File: config.mk
export PLATFORM = sky130hd
export DESIGN_NAME = cdtv_subcode_tx_flat
export DESIGN_NICKNAME = d
export VERILOG_FILES = /design/src/rtl/cdtv_subcode_tx_pkg.sv /design/src/rtl/cdtv_subcode_tx_if.sv /design/src/rtl/cdtv_sync_edge.sv /design/src/rtl/cdtv_subcode_tx.sv /design/src/flat_wrapper.sv
export SDC_FILE = /design/constraint.sdc
export NUM_CORES = 1
export LEC_CHECK = 0
export BUFFER_PORTS_ARGS = -buffer_cell sky130_fd_sc_hd__buf_4
export CORE_ASPECT_RATIO = 0.7
export CORE_MARGIN = 1.5
export CORE_UTILIZATION = 55
export CTS_CLUSTER_SIZE = 16
export DETAILED_ROUTE_END_ITERATION = 12
export HOLD_SLACK_MARGIN = 0.12
export PLACE_DENSITY = 0.76
export REMOVE_ABC_BUFFERS = 1
export SLEW_MARGIN = 30
export SYNTH_ARGS = -nofsm -noshare
export SYNTH_HDL_FRONTEND = slang
export SYNTH_HIERARCHICAL = 1
export SYNTH_SLANG_ARGS = --single-unit
File: constraint.sdc
create_clock -name CLK -period 4.4 [get_ports CLK]
set_input_delay 0.22 -clock CLK [delete_from_list [all_inputs] [get_ports CLK]]
set_output_delay 0.22 -clock CLK [all_outputs]
set_load 0.1 [all_outputs]
File: src/rtl/cdtv_subcode_tx_pkg.sv
// Shared constants, FSM state type and frame-counter helper for the subcode transmitter.
package cdtv_subcode_tx_pkg;

  localparam int FRAMES_PER_BLOCK = 98;
  localparam int SYNC_FRAMES      = 2;
  localparam int BITS_PER_FRAME   = 8;

  typedef enum logic [1:0] {
    ST_IDLE  = 2'd0,
    ST_START = 2'd1,
    ST_SHIFT = 2'd2
  } state_t;

  function automatic logic [6:0] next_frame(input logic [6:0] fn);
    return (fn == 7'(FRAMES_PER_BLOCK - 1)) ? 7'd0 : fn + 7'd1;
  endfunction

endpackage

File: src/rtl/cdtv_subcode_tx_if.sv
// Byte-source, host serial port and status signals of the subcode transmitter.
interface cdtv_subcode_tx_if;

  logic       ENABLE;
  logic [7:0] SUB_DATA;
  logic       SUB_VALID;
  logic       SUB_READY;
  logic       SCCK;
  logic       SBCP;
  logic       EFFK;
  logic       SCOR;
  logic [6:0] FRAME_NUM;
  logic       UNDERRUN;

  modport master (
    input  ENABLE, SUB_DATA, SUB_VALID, SCCK,
    output SUB_READY, SBCP, EFFK, SCOR, FRAME_NUM, UNDERRUN
  );

  modport slave (
    output ENABLE, SUB_DATA, SUB_VALID, SCCK,
    input  SUB_READY, SBCP, EFFK, SCOR, FRAME_NUM, UNDERRUN
  );

endinterface

File: src/rtl/cdtv_sync_edge.sv
// Two-flop synchroniser for an asynchronous level, with one-cycle rise/fall pulses.
module cdtv_sync_edge (
  input  logic CLK,
  input  logic IFRST_n,
  input  logic din,
  output logic rise,
  output logic fall
);

  logic s1, s2, s3;

  always_ff @(posedge CLK or negedge IFRST_n) begin
    if (!IFRST_n) begin
      s1 <= 1'b0;
      s2 <= 1'b0;
      s3 <= 1'b0;
    end else begin
      s1 <= din;
      s2 <= s1;
      s3 <= s2;
    end
  end

  assign rise = s2 & ~s3;
  assign fall = ~s2 & s3;

endmodule

File: src/rtl/cdtv_subcode_tx.sv
// Drive-side P-W subcode transmitter: per-frame EFFK/SCOR pulses and one byte
// shifted out MSB first on SBCP, advancing on synchronised SCCK falling edges.
module cdtv_subcode_tx
  import cdtv_subcode_tx_pkg::*;
#(
  parameter int         FRAME_DIV  = 965,
  parameter int         EFFK_WIDTH = 4,
  parameter logic [7:0] SYNC_FILL  = 8'h00
) (
  input logic              CLK,
  input logic              IFRST_n,
  cdtv_subcode_tx_if.master bus
);

  localparam int             TW          = $clog2(FRAME_DIV);
  localparam logic [TW-1:0]  T_LAST      = TW'(FRAME_DIV - 1);
  localparam logic [TW-1:0]  T_PULSE_END = TW'(EFFK_WIDTH - 1);

  state_t        state;
  logic [TW-1:0] timer;
  logic [3:0]    bits_sent;
  logic [7:0]    tx_shift;
  logic [6:0]    frame_num;
  logic          effk, scor, sub_ready, underrun;
  logic          scck_rise, scck_fall;

  cdtv_sync_edge u_scck_sync (
    .CLK     (CLK),
    .IFRST_n (IFRST_n),
    .din     (bus.SCCK),
    .rise    (scck_rise),
    .fall    (scck_fall)
  );

  // Rising edges are host sample points only; edges in T and T+1 are ignored.
  logic shift_ok;
  assign shift_ok = (state == ST_SHIFT) && (timer > TW'(1)) && scck_fall && !scck_rise
                    && (bits_sent < 4'(BITS_PER_FRAME));

  logic       go_start;
  logic [6:0] next_fn;
  assign go_start = bus.ENABLE && ((state == ST_IDLE) || ((state == ST_SHIFT) && (timer == T_LAST)));
  assign next_fn  = (state == ST_IDLE) ? 7'd0 : next_frame(frame_num);

  always_ff @(posedge CLK or negedge IFRST_n) begin
    if (!IFRST_n) begin
      state     <= ST_IDLE;
      timer     <= '0;
      bits_sent <= 4'd0;
      tx_shift  <= 8'h00;
      frame_num <= 7'd0;
      effk      <= 1'b0;
      scor      <= 1'b0;
      sub_ready <= 1'b0;
      underrun  <= 1'b0;
    end else begin
      underrun <= 1'b0;
      if ((state != ST_IDLE) && (timer == T_PULSE_END)) begin
        effk <= 1'b0;
        scor <= 1'b0;
      end
      case (state)
        ST_IDLE: ;
        ST_START: begin
          state     <= ST_SHIFT;
          timer     <= timer + 1'b1;
          sub_ready <= 1'b0;
          tx_shift  <= (sub_ready && bus.SUB_VALID) ? bus.SUB_DATA : SYNC_FILL;
          underrun  <= sub_ready & ~bus.SUB_VALID;
        end
        ST_SHIFT: begin
          timer <= timer + 1'b1;
          if (shift_ok) begin
            tx_shift  <= {tx_shift[6:0], 1'b0};
            bits_sent <= bits_sent + 4'd1;
          end
          if ((timer == T_LAST) && !bus.ENABLE) begin
            state     <= ST_IDLE;
            timer     <= '0;
            bits_sent <= 4'd0;
            tx_shift  <= 8'h00;
            frame_num <= 7'd0;
            effk      <= 1'b0;
            scor      <= 1'b0;
          end
        end
        default: state <= ST_IDLE;
      endcase
      // Frame start: unsent bits of the previous frame are dropped here.
      if (go_start) begin
        state     <= ST_START;
        timer     <= '0;
        bits_sent <= 4'd0;
        tx_shift  <= 8'h00;
        frame_num <= next_fn;
        effk      <= 1'b1;
        scor      <= (next_fn == 7'd0);
        sub_ready <= (next_fn >= 7'(SYNC_FRAMES));
      end
    end
  end

  assign bus.SUB_READY = sub_ready;
  assign bus.SBCP      = tx_shift[7];
  assign bus.EFFK      = effk;
  assign bus.SCOR      = scor;
  assign bus.FRAME_NUM = frame_num;
  assign bus.UNDERRUN  = underrun;

endmodule

File: src/flat_wrapper.sv
// flat-port wrapper written by rule: the top's interface ports become plain ports
module cdtv_subcode_tx_flat import cdtv_subcode_tx_pkg::*;
#(
  parameter int         FRAME_DIV  = 965,
  parameter int         EFFK_WIDTH = 4,
  parameter logic [7:0] SYNC_FILL  = 8'h00
)
  (CLK, IFRST_n, bus_ENABLE, bus_SUB_DATA, bus_SUB_VALID, bus_SCCK, bus_SUB_READY, bus_SBCP, bus_EFFK, bus_SCOR, bus_FRAME_NUM, bus_UNDERRUN);
  cdtv_subcode_tx_if bus_i ();
  input logic CLK;
  input logic IFRST_n;
  input wire logic [$bits(bus_i.ENABLE)-1:0] bus_ENABLE;
  input wire logic [$bits(bus_i.SUB_DATA)-1:0] bus_SUB_DATA;
  input wire logic [$bits(bus_i.SUB_VALID)-1:0] bus_SUB_VALID;
  input wire logic [$bits(bus_i.SCCK)-1:0] bus_SCCK;
  output wire logic [$bits(bus_i.SUB_READY)-1:0] bus_SUB_READY;
  output wire logic [$bits(bus_i.SBCP)-1:0] bus_SBCP;
  output wire logic [$bits(bus_i.EFFK)-1:0] bus_EFFK;
  output wire logic [$bits(bus_i.SCOR)-1:0] bus_SCOR;
  output wire logic [$bits(bus_i.FRAME_NUM)-1:0] bus_FRAME_NUM;
  output wire logic [$bits(bus_i.UNDERRUN)-1:0] bus_UNDERRUN;
  assign bus_i.ENABLE = bus_ENABLE;
  assign bus_i.SUB_DATA = bus_SUB_DATA;
  assign bus_i.SUB_VALID = bus_SUB_VALID;
  assign bus_i.SCCK = bus_SCCK;
  assign bus_SUB_READY = bus_i.SUB_READY;
  assign bus_SBCP = bus_i.SBCP;
  assign bus_EFFK = bus_i.EFFK;
  assign bus_SCOR = bus_i.SCOR;
  assign bus_FRAME_NUM = bus_i.FRAME_NUM;
  assign bus_UNDERRUN = bus_i.UNDERRUN;
  cdtv_subcode_tx #(.FRAME_DIV(FRAME_DIV), .EFFK_WIDTH(EFFK_WIDTH), .SYNC_FILL(SYNC_FILL)) u_core (.CLK(CLK), .IFRST_n(IFRST_n), .bus(bus_i));
endmodule
==> results by group, run 1 <==
Worst setup path
  • Required time worst endpoint: 4570 ps
  • Critical Path AT: 2330 ps
  • Critical path fanouts, max: 8
  • CP endpoint kind: register
  • Setup crit start kind: register
  • CP Class: register to register
  • R2R cell count: 7

Timing
  • Max-slew headroom: 52.0%
  • Final Setup Violations: 0
  • Max Fclk: 463 MHz
  • Skew final: 5.30 ps
  • Final min period: 2160 ps
  • Pins Over Slew Limit: 0
  • RSZ-0062 raised after global routing: false
  • Final Hold Viols: 0
  • Final setup TNS: 0 ps
  • Worst slew pin tran: 718 ps
  • Final period util: 49.1%

Clock network
  • H-Tree Level Count: 2
  • Cts repair resizes: 0
  • Root buf cell: clkbuf_8
  • CTS Sinks: 38
  • CTS tree: built
  • Num CTS Buffers: 5
  • Total setup buffers inserted after CTS: 0
  • CTS max path bufs: 2
  • Clock latency on the worst-skew pair: 280 ps
  • Clk slew on worst S/H paths: 70 ps

Pwr
  • Power, Total: 1.59 mW
  • PwrDens: 653 nW/µm²
  • VDD IR max: 0.607 mV
  • Leakage: 1.10 nW

Run
  • Max-cap violation count: 0

GRT
  • Gr usage total: 23.3%
  • Met3 GRT Util: 5.50%
  • Grt peak-use layer: met2
  • Largest net degree at the start of global routing: 39
  • Vias in the first global route: 1,503
  • Initial antenna violation count: 0
  • Grt ovf: 0
  • Global-route wire length before repair: 7420 µm
  • Met2 Track Usage GR: 38.6%
  • Global routing usage on met1: 31.5%

Synth
  • Synth unique cells: 48
  • Syn Area/Cell: 10.2 µm²
  • Seq/Total Area, Yosys: 45.3%
  • Post-synth ARST share: 100%
  • Mapped Area: 2100 µm²
  • Synth warn: 6
  • Synth Instances: 205
  • FF+latch count, synth: 38
  • Post-synth EDFFs: 0
  • Ys flop type: dfrtp_1

Floorplan
  • # rows: 18
  • Die X: 76.8 µm
  • Die area: 4200 µm²
  • Core ar.: 3580 µm²
  • I/O pin count: 25
  • Die Span Y: 54.7 µm
  • Initial Utilization: 58.6%

Final layout
  • Fill cells: 272
  • Most frequent cells in the layout: 38 x dfrtp_1, 24 x buf_4, 16 x a22o_1
  • Design area: 2440 µm²
  • Most common cell after layout, fill and taps aside: dfrtp_1
  • Layout cell share with drive strength beyond 1: 18.9%
  • Register Area: 951 µm²
  • Diodes inserted: 0
  • Fin nets: 252
  • Multi-input logic area: 1100 µm²
  • Area Growth Syn to Fin: 16.3%

Drt
  • DR vias: 1,748
  • Wire length per cell: 16.8 µm
  • Number of iterations in the first detailed-routing pass: 5
  • DRT iter0 DRCs: 155
  • # DRC: 0
  • Total Wirelength: 4750 µm
  • Antenna Nets Post-Route: 0
  • Vias/cell: 6.18

Place
  • DP HPWL: 3300 µm
  • Placed Area: 2310 µm²
  • Gpl congestion: 0.889
  • I/O Buffers: 24

Worst hold path
  • Worst hold stages: 3
  • Worst hold path class: input pin to register

Status
  • Status: complete, no violations
[area by class of cell]
type	count	share of cell area [%]
clock buffer	7	3.54
clock inverter	1	0.205
inverter	7	1.08
multi-input combinational	153	45.0
sequential	38	39.0
tap	50	2.56
timing repair buffer	27	8.62
[logic make-up after synthesis]
kind of cell / after synthesis / share of synthesized area (%)
AOI/OAI and AO/OA: 61 / 22.7
xor gates and xnor gates: 8 / 3.34
adders and majority gates: 7 / 4.17
buffers and inverters: 14 / 2.62
DFF: 38 / 45.3
muxes: 2 / 0.954
and+or+nand+nor: 75 / 20.9
[cell usage after synthesis (6+ instances only)]
library cell	count	share of area, %
ha_1	7	4.2
o21ai_1	6	1.4
dfrtp_1	38	45
a21oi_1	9	2.1
and3_1	6	1.8
a22o_1	16	6.7
nor2_1	13	2.3
nand2_1	14	2.5
inv_1	6	1.1
nand2b_1	9	2.7
nand4_1	7	2.1
[metrics by stage]
step	setup slack (ps)	instances	hold WS, ps	util (%)
CTS	1890	283	226	68.0
global placement	2050	272	203	64.6
detailed placement	1900	272	212	64.6
floorplan	1950	198	-75.6	-
global route	2040	283	238	68.1
finish	2240	283	234	68.1
[report_power, final]
part | total (mW) | switching, mW | internal [mW] | leakage, nW
Clock | 0.245 | 0.118 | 0.126 | 0.0482
Sequential | 0.540 | 0.113 | 0.427 | 0.504
Combinational | 0.808 | 0.554 | 0.255 | 0.545
Total | 1.59 | 0.784 | 0.808 | 1.10
[metal layers]
metal	routed length (µm)	vias up
li1	-	812
met1	2290	869
met2	2170	63
met3	260	4
met4	31	0
met5	0	-
[worst max-delay path, stage by stage, from the launching register on]
cell and delay (ps):
dfrtp_1 440, inv_1 110, ha_1 150, nand2_1 100, o31ai_2 490, nand2b_1 240, a21o_4 290, a22o_1 240
[state kept, by name (all words and copies together), names as in the netlist]
signal and count:
u_core/bus.FRAME_NUM 7, u_core/u_scck_sync/s2 1, u_core/bus.SCOR 1, u_core/bus.SUB_READY 1, u_core/u_scck_sync/s1 1, u_core/bus.UNDERRUN 1, u_core/bus.EFFK 1, u_core/state 2
u_core/tx_shift 8, u_core/bits_sent 4, u_core/u_scck_sync/s3 1, u_core/timer 10
[path summary, 6_finish.rpt]
| check | startpoint | endpoint | slack (ps) |
|---|---|---|---|
| setup / recovery | u_core/timer[0] | u_core/tx_shift[1] | 2240 |
| hold / removal | bus_SUB_DATA[0] | u_core/tx_shift[0] | 230 |
| setup reg to reg | u_core/timer[0] | u_core/tx_shift[1] | 2240 |
| hold reg to reg | u_core/u_scck_sync/s1 | u_core/u_scck_sync/s2 | 360 |
| max in group asynchronous | IFRST_n | u_core/tx_shift[5] | 3620 |
| min in group asynchronous | IFRST_n | u_core/bus.FRAME_NUM[2] | 440 |
[timing repair]
item / CTS / global route
hold buffers: 3 / 0
hold endpoints to repair: 40 / 0
endpoints found under the setup margin: 0 / 0
Power figures use the tool's default switching activity.
==> inputs of run 2 (changes only) <==
--- a/config.mk
+++ b/config.mk
@@ -8,11 +8,11 @@
 export BUFFER_PORTS_ARGS = -buffer_cell sky130_fd_sc_hd__buf_4
 export CORE_ASPECT_RATIO = 0.7
 export CORE_MARGIN = 1.5
-export CORE_UTILIZATION = 55
+export CORE_UTILIZATION = 52
 export CTS_CLUSTER_SIZE = 16
 export DETAILED_ROUTE_END_ITERATION = 12
 export HOLD_SLACK_MARGIN = 0.12
-export PLACE_DENSITY = 0.76
+export PLACE_DENSITY = 0.75
 export REMOVE_ABC_BUFFERS = 1
 export SLEW_MARGIN = 30
 export SYNTH_ARGS = -nofsm -noshare
==> constraint.sdc (replaced) <==
create_clock -name CLK -period 1.8 [get_ports CLK]
set_input_delay 0.09 -clock CLK [delete_from_list [all_inputs] [get_ports CLK]]
set_output_delay 0.09 -clock CLK [all_outputs]
set_load 0.1 [all_outputs]
==> run 2 against run 1 <==
Net effect:
- the run now ends with setup timing left
- utilization increased by 4.0 points
- sequential share of layout area down 5.1 points
- cell count rose by 14%
- clock power increased by 130%
- fmax grew 11%
- via count increased by 4.9%
- non-clock buffer count increased by 39
- setup slack worse by 2400 ps
- sequential power up 130%
- count of clock-buffer cells in the layout down 1
- first-iteration DRC count shrank 19%
- critical path type unchanged
- critical endpoint is now u_core/bus.FRAME_NUM[4]
==> results by group, run 2 (same netlist as run 1, synthesis figures left out) <==
Status
  • Status: finished, violations left
  • Failing checks: setup timing

Pwr
  • Sw Ratio: 46.2%
  • Seq pwr share: 28.0%
  • Pint: 2.39 mW
  • Leakage: 1.31 nW
  • Clock power share: 12.9%
  • PwrDens: 1580 nW/µm²
  • Comb pwr share: 59.1%
  • Psw: 2.06 mW
  • VDD IR max: 1.16 mV

Clock network
  • H-Tree Level Count: 2
  • CTS Sinks: 38
  • Num CTS Buffers: 5
  • Root buf cell: clkbuf_8
  • Clock latency on the worst-skew pair: 280 ps
  • CTS tree: built
  • CTS max path bufs: 2
  • Clk slew on worst S/H paths: 70 ps

GRT
  • Global-route wire length before repair: 8240 µm
  • Gr usage total: 24.4%
  • Vias in the first global route: 1,731
  • Initial antenna violation count: 0
  • Grt ovf: 0
  • Largest net degree at the start of global routing: 39

Worst setup path
  • CP Class: register to register
  • Critical path fanouts, max: 5
  • CP endpoint kind: register
  • Critical Path AT: 2140 ps
  • Critical path cell sequence: or3_4, buf_6, o31ai_4, nor3b_4, buf_6, nand2b_1, a31oi_1
  • Setup crit start kind: register
  • Required time worst endpoint: 2000 ps
  • Most used cell, CP: buf_6
  • Critical path's slowest cell: or3_4
  • CP peak stage delay: 410 ps

Final layout
  • Biggest register: u_core/timer
  • Fill cells: 274
  • Area Growth Syn to Fin: 34.1%
  • Final Non-Filler Cells: 322
  • Diodes inserted: 0
  • Design area: 2810 µm²
  • Layout cell share with drive strength beyond 1: 34.8%
  • Most frequent cells in the layout: 58 x buf_4, 37 x dfrtp_1, 16 x a22o_1
  • Max FFs per register: 10
  • Fin nets: 291
  • Most common cell after layout, fill and taps aside: buf_4

Timing
  • Final Hold Viols: 0
  • RSZ-0062 raised after global routing: true
  • Final min period: 1940 ps
  • Setup slack after layout: -138 ps
  • Worst slew pin tran: 484 ps
  • Final Setup Violations: 19
  • Max-slew headroom: 67.8%
  • Worst hold slack: 131 ps
  • Max Fclk: 516 MHz
  • Final setup TNS: -1450 ps
  • Final period util: 108%
  • Skew final: 6.17 ps
  • Pins Over Slew Limit: 0

Drt
  • Vias/cell: 5.70
  • Total Wirelength: 5080 µm
  • Number of iterations in the first detailed-routing pass: 4
  • DRT iter0 DRCs: 126
  • Antenna Nets Post-Route: 0
  • Wire length per cell: 15.8 µm
  • DR vias: 1,834
  • # DRC: 0

Floorplan
  • Die Span Y: 56.1 µm
  • Core ar.: 3900 µm²
  • Die area: 4430 µm²
  • # rows: 19
  • Die X: 78.9 µm
  • I/O pin count: 25
  • Initial Utilization: 53.8%

Place
  • DP HPWL: 3540 µm
  • Inst Count DP: 305
  • Gpl congestion: 0.784
  • Placed Area: 2550 µm²
  • I/O Buffers: 24

Worst hold path
  • Worst hold path class: input pin to register

Run
  • Max-cap violation count: 0
==> run 2: changes by cell type in the layout (fill, tap and decap cells not counted), moves of 2 or more <==
cell     delta
buf_4      +34
buf_6       +5
ha_1        -3
ha_4        +2
inv_1       -3
inv_2       +3
o32ai_1     -2
o32ai_2     +2
==> run 2: area by class of cell <==
type	instances	area (µm²)	area share [%]
Multi-Input combinational cell	153	1170	41.4
Sequential cell	38	952	33.8
Timing Repair Buffer	66	522	18.5
Clock buffer	6	82.6	2.93
Tap cell	52	65.1	2.31
Inverter	7	26.3	0.934
==> run 2: per-layer routing <==
layer	part of all wire (%)	vias to the layer above	GRT usage, %
li1	-	894	-
met1	50	901	36.6
met2	45	30	36.6
met3	3.8	9	5.08
met4	1.4	0	5.51
met5	0	-	0
==> run 2: critical path: cells and delay by family, from the launching register on <==
kind,cells,cell delay (ps)
buffers and inverters,2,310
AOI/OAI and AO/OA,2,400
and+or+nand+nor,3,780
DFF,1,380
==> run 2: power groups by stage <==
stage / clock [mW] / sequential (mW) / combinational (mW)
final: 0.573 / 1.25 / 2.63
after global routing: 0.633 / 1.27 / 2.82
after floorplan: 0 / 1.80 / 0.971
after global placement: 0 / 1.23 / 2.27
after detailed placement: 0 / 1.24 / 2.31
after CTS: 0.591 / 1.23 / 2.41
==> run 2: through the flow <==
stage / util, % / power, mW / setup slack [ps]
final: 72.2 / 4.45 / -138
after global routing: 72.2 / 4.73 / -207
after CTS: 69.2 / 4.23 / -125
after detailed placement: 65.3 / 3.55 / -149
after global placement: 65.3 / 3.51 / -97.3
after floorplan: - / 2.78 / -654
==> run 2: path summary, 6_finish.rpt <==
check / from / endpoint / slack [ps] / depth (start not counted)
worst max-delay path: u_core/timer[5] / u_core/bus.FRAME_NUM[4] / -140 / 7
worst min-delay path: bus_SUB_DATA[5] / u_core/tx_shift[5] / 130 / 3
worst max register to register: u_core/timer[5] / u_core/bus.FRAME_NUM[4] / -140 / 7
worst min register to register: u_core/u_scck_sync/s1 / u_core/u_scck_sync/s2 / 350 / 0
max in group asynchronous: IFRST_n / u_core/bus.FRAME_NUM[0] / 1130 / 2
min in group asynchronous: IFRST_n / u_core/timer[8] / 310 / 2
==> run 2: timing repair <==
item | 4_1_cts | 5_1_grt
setup endpoints to repair | 15 | 21
hold buffers | 3 | 0
setup buffers | 2 | 5
pin swaps | 4 | 13
gates cloned | 0 | 1
endpoints found under the hold margin | 40 | 0
resized for setup | 5 | 18
